**src/rtl/iomem_initiator.sv**
```systemverilog
// iomem_initiator: turns one core load/store request into a single iomem
// valid/ready transaction, with lane steering, strobe generation, load
// extension, misalignment rejection and a bus timeout.
//
// Ports:
//   clk_i, rst_i                 clock, synchronous active-high reset
//   req_valid_i / req_ready_o    core request handshake (ready only in IDLE)
//   req_addr_i, req_we_i         byte address, 1 = store
//   req_size_i                   00 byte, 01 half, 10 word, 11 illegal
//   req_unsigned_i               load zero-extend (1) / sign-extend (0)
//   req_wdata_i                  right-aligned store data
//   rsp_valid_o                  one-cycle response pulse
//   rsp_rdata_o, rsp_err_o       extended load data, error flag
//   iomem_valid_o/iomem_ready_i  bus handshake
//   iomem_wstrb_o                byte strobes, 0000 = read
//   iomem_addr_o                 word-aligned bus address
//   iomem_wdata_o                lane-replicated store data
//   iomem_rdata_i                bus read data, valid with iomem_ready_i
module iomem_initiator #(
    parameter int unsigned TIMEOUT_CYCLES = 1024
) (
    input  logic        clk_i,
    input  logic        rst_i,
    input  logic        req_valid_i,
    output logic        req_ready_o,
    input  logic [31:0] req_addr_i,
    input  logic        req_we_i,
    input  logic [1:0]  req_size_i,
    input  logic        req_unsigned_i,
    input  logic [31:0] req_wdata_i,
    output logic        rsp_valid_o,
    output logic [31:0] rsp_rdata_o,
    output logic        rsp_err_o,
    output logic        iomem_valid_o,
    input  logic        iomem_ready_i,
    output logic [3:0]  iomem_wstrb_o,
    output logic [31:0] iomem_addr_o,
    output logic [31:0] iomem_wdata_o,
    input  logic [31:0] iomem_rdata_i
);

    localparam int unsigned CNT_W = (TIMEOUT_CYCLES > 2) ? $clog2(TIMEOUT_CYCLES) : 1;
    localparam logic [CNT_W-1:0] CNT_LAST = CNT_W'(TIMEOUT_CYCLES - 1);

    localparam logic [1:0] ST_IDLE = 2'd0;
    localparam logic [1:0] ST_BUS  = 2'd1;
    localparam logic [1:0] ST_RESP = 2'd2;

    localparam logic [1:0] SZ_BYTE = 2'b00;
    localparam logic [1:0] SZ_HALF = 2'b01;
    localparam logic [1:0] SZ_WORD = 2'b10;

    logic [1:0]       state_q,     state_d;
    logic [CNT_W-1:0] cnt_q,       cnt_d;
    logic             req_ready_q, req_ready_d;
    logic             rsp_valid_q, rsp_valid_d;
    logic             rsp_err_q,   rsp_err_d;
    logic [31:0]      rsp_rdata_q, rsp_rdata_d;
    logic             bus_valid_q, bus_valid_d;
    logic [3:0]       wstrb_q,     wstrb_d;
    logic [31:0]      addr_q,      addr_d;
    logic [31:0]      wdata_q,     wdata_d;
    logic [1:0]       off_q,       off_d;
    logic [1:0]       size_q,      size_d;
    logic             uns_q,       uns_d;
    logic             we_q,        we_d;

    logic             req_illegal_c;
    logic [3:0]       req_wstrb_c;
    logic [31:0]      req_wdata_c;
    logic [31:0]      load_ext_c;
    logic [7:0]       load_byte_c;
    logic [15:0]      load_half_c;

    // Request decode: legality, strobes and lane-replicated store data
    always_comb begin
        req_illegal_c = 1'b0;
        req_wstrb_c   = 4'b0000;
        req_wdata_c   = req_wdata_i;
        case (req_size_i)
            SZ_BYTE: begin
                req_wstrb_c = 4'b0001 << req_addr_i[1:0];
                req_wdata_c = {4{req_wdata_i[7:0]}};
            end
            SZ_HALF: begin
                req_illegal_c = req_addr_i[0];
                req_wstrb_c   = req_addr_i[1] ? 4'b1100 : 4'b0011;
                req_wdata_c   = {2{req_wdata_i[15:0]}};
            end
            SZ_WORD: begin
                req_illegal_c = |req_addr_i[1:0];
                req_wstrb_c   = 4'b1111;
            end
            default: req_illegal_c = 1'b1;
        endcase
        if (!req_we_i) begin
            req_wstrb_c = 4'b0000;
        end
    end

    // Load lane select and extension from the registered offset/size
    always_comb begin
        case (off_q)
            2'd0:    load_byte_c = iomem_rdata_i[7:0];
            2'd1:    load_byte_c = iomem_rdata_i[15:8];
            2'd2:    load_byte_c = iomem_rdata_i[23:16];
            default: load_byte_c = iomem_rdata_i[31:24];
        endcase
        load_half_c = off_q[1] ? iomem_rdata_i[31:16] : iomem_rdata_i[15:0];
        case (size_q)
            SZ_BYTE: load_ext_c = uns_q ? {24'd0, load_byte_c}
                                        : {{24{load_byte_c[7]}}, load_byte_c};
            SZ_HALF: load_ext_c = uns_q ? {16'd0, load_half_c}
                                        : {{16{load_half_c[15]}}, load_half_c};
            default: load_ext_c = iomem_rdata_i;
        endcase
    end

    // Next-state and registered-output logic
    always_comb begin
        state_d     = state_q;
        cnt_d       = cnt_q;
        rsp_valid_d = 1'b0;
        rsp_err_d   = 1'b0;
        rsp_rdata_d = 32'd0;
        wstrb_d     = wstrb_q;
        addr_d      = addr_q;
        wdata_d     = wdata_q;
        off_d       = off_q;
        size_d      = size_q;
        uns_d       = uns_q;
        we_d        = we_q;

        case (state_q)
            ST_IDLE: begin
                if (req_valid_i) begin
                    if (req_illegal_c) begin
                        state_d     = ST_RESP;
                        rsp_valid_d = 1'b1;
                        rsp_err_d   = 1'b1;
                    end else begin
                        state_d = ST_BUS;
                        cnt_d   = '0;
                        wstrb_d = req_wstrb_c;
                        addr_d  = {req_addr_i[31:2], 2'b00};
                        wdata_d = req_wdata_c;
                        off_d   = req_addr_i[1:0];
                        size_d  = req_size_i;
                        uns_d   = req_unsigned_i;
                        we_d    = req_we_i;
                    end
                end
            end
            ST_BUS: begin
                // A ready in the final counted cycle still completes normally
                if (iomem_ready_i) begin
                    state_d     = ST_RESP;
                    rsp_valid_d = 1'b1;
                    rsp_rdata_d = we_q ? 32'd0 : load_ext_c;
                end else if (cnt_q == CNT_LAST) begin
                    state_d     = ST_RESP;
                    rsp_valid_d = 1'b1;
                    rsp_err_d   = 1'b1;
                end else begin
                    cnt_d = cnt_q + CNT_W'(1);
                end
            end
            ST_RESP: state_d = ST_IDLE;
            default: state_d = ST_IDLE;
        endcase

        bus_valid_d = (state_d == ST_BUS);
        req_ready_d = (state_d == ST_IDLE);
    end

    // State and output registers
    always_ff @(posedge clk_i) begin
        if (rst_i) begin
            state_q     <= ST_IDLE;
            cnt_q       <= '0;
            req_ready_q <= 1'b1;
            rsp_valid_q <= 1'b0;
            rsp_err_q   <= 1'b0;
            rsp_rdata_q <= 32'd0;
            bus_valid_q <= 1'b0;
            wstrb_q     <= 4'd0;
            addr_q      <= 32'd0;
            wdata_q     <= 32'd0;
            off_q       <= 2'd0;
            size_q      <= 2'd0;
            uns_q       <= 1'b0;
            we_q        <= 1'b0;
        end else begin
            state_q     <= state_d;
            cnt_q       <= cnt_d;
            req_ready_q <= req_ready_d;
            rsp_valid_q <= rsp_valid_d;
            rsp_err_q   <= rsp_err_d;
            rsp_rdata_q <= rsp_rdata_d;
            bus_valid_q <= bus_valid_d;
            wstrb_q     <= wstrb_d;
            addr_q      <= addr_d;
            wdata_q     <= wdata_d;
            off_q       <= off_d;
            size_q      <= size_d;
            uns_q       <= uns_d;
            we_q        <= we_d;
        end
    end

    assign req_ready_o   = req_ready_q;
    assign rsp_valid_o   = rsp_valid_q;
    assign rsp_err_o     = rsp_err_q;
    assign rsp_rdata_o   = rsp_rdata_q;
    assign iomem_valid_o = bus_valid_q;
    assign iomem_wstrb_o = wstrb_q;
    assign iomem_addr_o  = addr_q;
    assign iomem_wdata_o = wdata_q;

endmodule

```
**config.mk**
```make
export PLATFORM = sky130hd
export DESIGN_NAME = iomem_initiator
export DESIGN_NICKNAME = d
export VERILOG_FILES = /design/src/rtl/iomem_initiator.sv
export SDC_FILE = /design/constraint.sdc
export NUM_CORES = 1
export LEC_CHECK = 0
export ABC_AREA = 1
export ABC_CLOCK_PERIOD_IN_PS = 1800
export BUFFER_PORTS_ARGS = -buffer_cell sky130_fd_sc_hd__buf_2
export CAP_MARGIN = 20
export CORE_UTILIZATION = 49
export CTS_CLUSTER_DIAMETER = 40
export DETAILED_ROUTE_END_ITERATION = 16
export PLACE_DENSITY_LB_ADDON = 0.1
export SKIP_LAST_GASP = 1
export SLEW_MARGIN = 20
export SYNTH_ARGS = -nofsm -noshare
export SYNTH_HDL_FRONTEND = slang
export SYNTH_SLANG_ARGS = --single-unit
```
**constraint.sdc**
```tcl
create_clock -name clk_i -period 1.8 [get_ports clk_i]
set_input_delay 0.09 -clock clk_i [delete_from_list [all_inputs] [get_ports clk_i]]
set_output_delay 0.09 -clock clk_i [all_outputs]
set_load 0.05 [all_outputs]
```
==> metrics <==
Reg power frac=38.9%; Fmax=0.598 GHz; Final Power=0.00726 W; wire length per cell=15.1 µm; synthesized area=0.00536 mm²; Antenna diodes=0; DRT iter0 DRCs=646; CP Class=register to register; met1 Usage GRT=37.7%; # DRC=0; YS warnings=0; # setup viols final=0; Compound-Gate Fraction of Synth Area=15.1%; Synth Instances=~770; Non-Filler Instances=1200; filler instances=about 760; share of layout cells above drive strength 1=between 20 and 30%; busiest grt layer=met2; Routed WL=between 15 and 20 mm; CTS tree=yes; Synth Register Bits=120; grt ovf=0; crit share post-route=92.8%; initial antenna violation count=1; DIE AREA=between 0.01 and 0.015 mm²; top-level I/O count=~210; Post-Synth Simple-Gate Area=slightly above 30%; RSZ-0062 raised after global routing=false; most common cell after layout, fill and taps aside=nand2_1; initial core utilization=roughly 51%; post-synthesis mux area share=0%; Max Cap Viol=0; register area share after synthesis=approximately 45%; hold_ws=~0.027 ns; CORE AREA=0.0105 mm²; clk sinks=120; Clk network pwr share=41.4%; CP Max Fanout=14; Synth Area in XOR/XNOR=0%; num rows=37; worst slew pin tran=0.795 ns; Crit. End Element=register; input/output buffers=205; Final min period=1.67 ns; Clock Path Buffers=2; Final Max Slew Viols=0; Synth Flop Type=dfxtp_1; largest family of logic cells by synthesized area=simple AND/OR/NAND/NOR gates; area occupied by multi-input gates=0.00250 mm²; Setup TNS=0 ns; Crit path top cell by count=nand2_4; data required time of the critical path=2.21 ns; Placed Area=0.00648 mm²; Slew headroom=47.0%; Syn Area/Cell=7.01 µm²; Max VDD drop=0.697 mV; number of global-route vias before repair=6188; Post-synth EDFFs=0; commonest cells after routing, fill and taps aside=235 x nand2_1, 205 x buf_2, 120 x dfxtp_1; Final Hold Viols=0; Horiz. Die Dim=107 µm; Leakage=3.90 nW; CP delay by family, top=simple AND/OR/NAND/NOR gates; gr usage total=32.2%; Reg area=0.00240 mm²; Final Instance Area=between 0.008 and 0.009 mm²; area delta synth->final=49.6%; DRT Pass-1 Iters=8; # H-tree levels=4; Inserted Clock Buffers=17; Synth cell types=29; DR vias=6395; Psw=0.00214 W; status=completed; logic gate share of total power=19.7%; pin count of the biggest net entering global routing=just under 80; Nets=around 1200; clk slew on worst S/H paths=roughly 0.06 ns; Routed Antenna Nets=0; Critical Path, Cell by Cell=ha_1 > nand2_1 > nor2_4 > nand3_2 > nand2_4 > nand2_4 > a21oi_1 > nor2_1; crit path DAT=~2.1 ns; Root Driver=clkbuf_8; type of origin of the critical path=register; Global Route met2 Usage=53.5%; hpwl dp=between 10 and 15 mm; skew final=0.00797 ns; PwrDens=905 mW/mm²; Synth Area in Adders=0.233%; Vias/cell=about 5.3; CP max stage delay=0.38 ns; GP Congestion=0.916; Slowest-stage cell, CP=dfxtp_1; Hold WC Path Type=primary input to register; clock latency on the worst-skew pair=0.52 ns; Die Ht=107 µm; internal power=0.00512 W; sw frac=29.4%; dpl cells=1069; met3 Usage GRT=9.36%; WP buf/inv=0; first-pass GRT wire length=28.8 mm; Post-synth ARST share=0%
-- synthesized netlist by cell type (2+ instances only) --
cell type,n,area share [%]
dfxtp_1,120,45
buf_4,3,0.42
nand2_1,235,16
nor3_1,2,0.19
nor2_2,2,0.23
or2_2,7,0.82
buf_1,3,0.21
a21oi_1,99,9.2
buf_2,27,2.5
inv_2,3,0.21
inv_1,51,3.6
nor2_4,4,0.84
nand2_4,2,0.42
a21boi_0,6,0.84
nor2_1,26,1.8
nand3_1,99,9.2
o211ai_1,14,2.0
clkbuf_1,19,1.3
buf_6,2,0.42
o21ai_1,2,0.19
nand3_2,2,0.37
nor3b_1,2,0.28
o21ai_0,29,2.7
-- metrics by stage --
step / utilization, % / worst slack, ns
2_1_floorplan: - / 0.352
4_1_cts: 76.7 / 0.185
5_1_grt: 76.7 / 0.0295
6_report: 76.7 / 0.129
3_3_place_gp: 62.0 / 0.137
3_5_place_dp: 62.0 / 0.0115
-- flip-flops by register name (all words and copies together), names as in the netlist, 2 cells and up --
name	cells
cnt_q	10
iomem_wdata_o	32
iomem_addr_o	30
state_q	2
iomem_wstrb_o	4
off_q	2
size_q	2
rsp_rdata_o	32
-- metal layers --
metal  vias to the layer above  part of all wire (%)
li1                       3063                     -
met2                       362                    49
met5                         -                 0.072
met1                      2894                    38
met3                        74                   8.4
met4                         2                   4.1
-- cell type report --
class	instances	share of cell area [%]
Timing Repair Buffer	322	27.5
Tap cell	136	2.12
Sequential cell	120	30.0
Multi-Input combinational cell	537	31.2
Inverter	55	2.61
Clock buffer	23	6.07
Clock inverter	7	0.562
-- power groups by stage --
stage	clock [W]	combinational (W)	sequential (W)
final	0.00301	0.00143	0.00283
after global placement	0	0.00120	0.00287
after CTS	0.00304	0.00139	0.00282
after global routing	0.00319	0.00154	0.00284
after floorplan	0	0.000571	0.00316
after detailed placement	0	0.00122	0.00288
-- timing repair --
action                     in CTS  in global routing
setup endpoints to repair       1                  0
hold endpoints to repair      106                  0
hold buffers                   99                  0
setup buffers                   2                  0
resized for setup               0                  0
-- logic make-up (layout without fill, tap and decap cells) --
| kind of cell | count (synthesis) | after routing |
|---|---|---|
| simple gates | 383 | 383 |
| compound gates | 151 | 151 |
| flops | 120 | 120 |
| buf+inv | 109 | 407 |
| fa+ha+maj | 1 | 1 |
| other cells | 1 | 2 |
-- final timing paths --
check        slack [ns]              start  cells past startpoint                 to
max                0.13           cnt_q[0]                      8           cnt_q[5]
min                0.03    req_wdata_i[28]                      5  iomem_wdata_o[28]
max reg2reg        0.13           cnt_q[0]                      8           cnt_q[5]
min reg2reg        0.46  iomem_wdata_o[15]                      2  iomem_wdata_o[15]
-- tightest hold or removal path, stage by stage --
cell and delay [ns]:
buf_2 0.09, nand2_1 0.06, o211ai_1 0.10, nand3_1 0.09, a21oi_1 0.05
No activity file was read; power rests on OpenSTA's default activity.
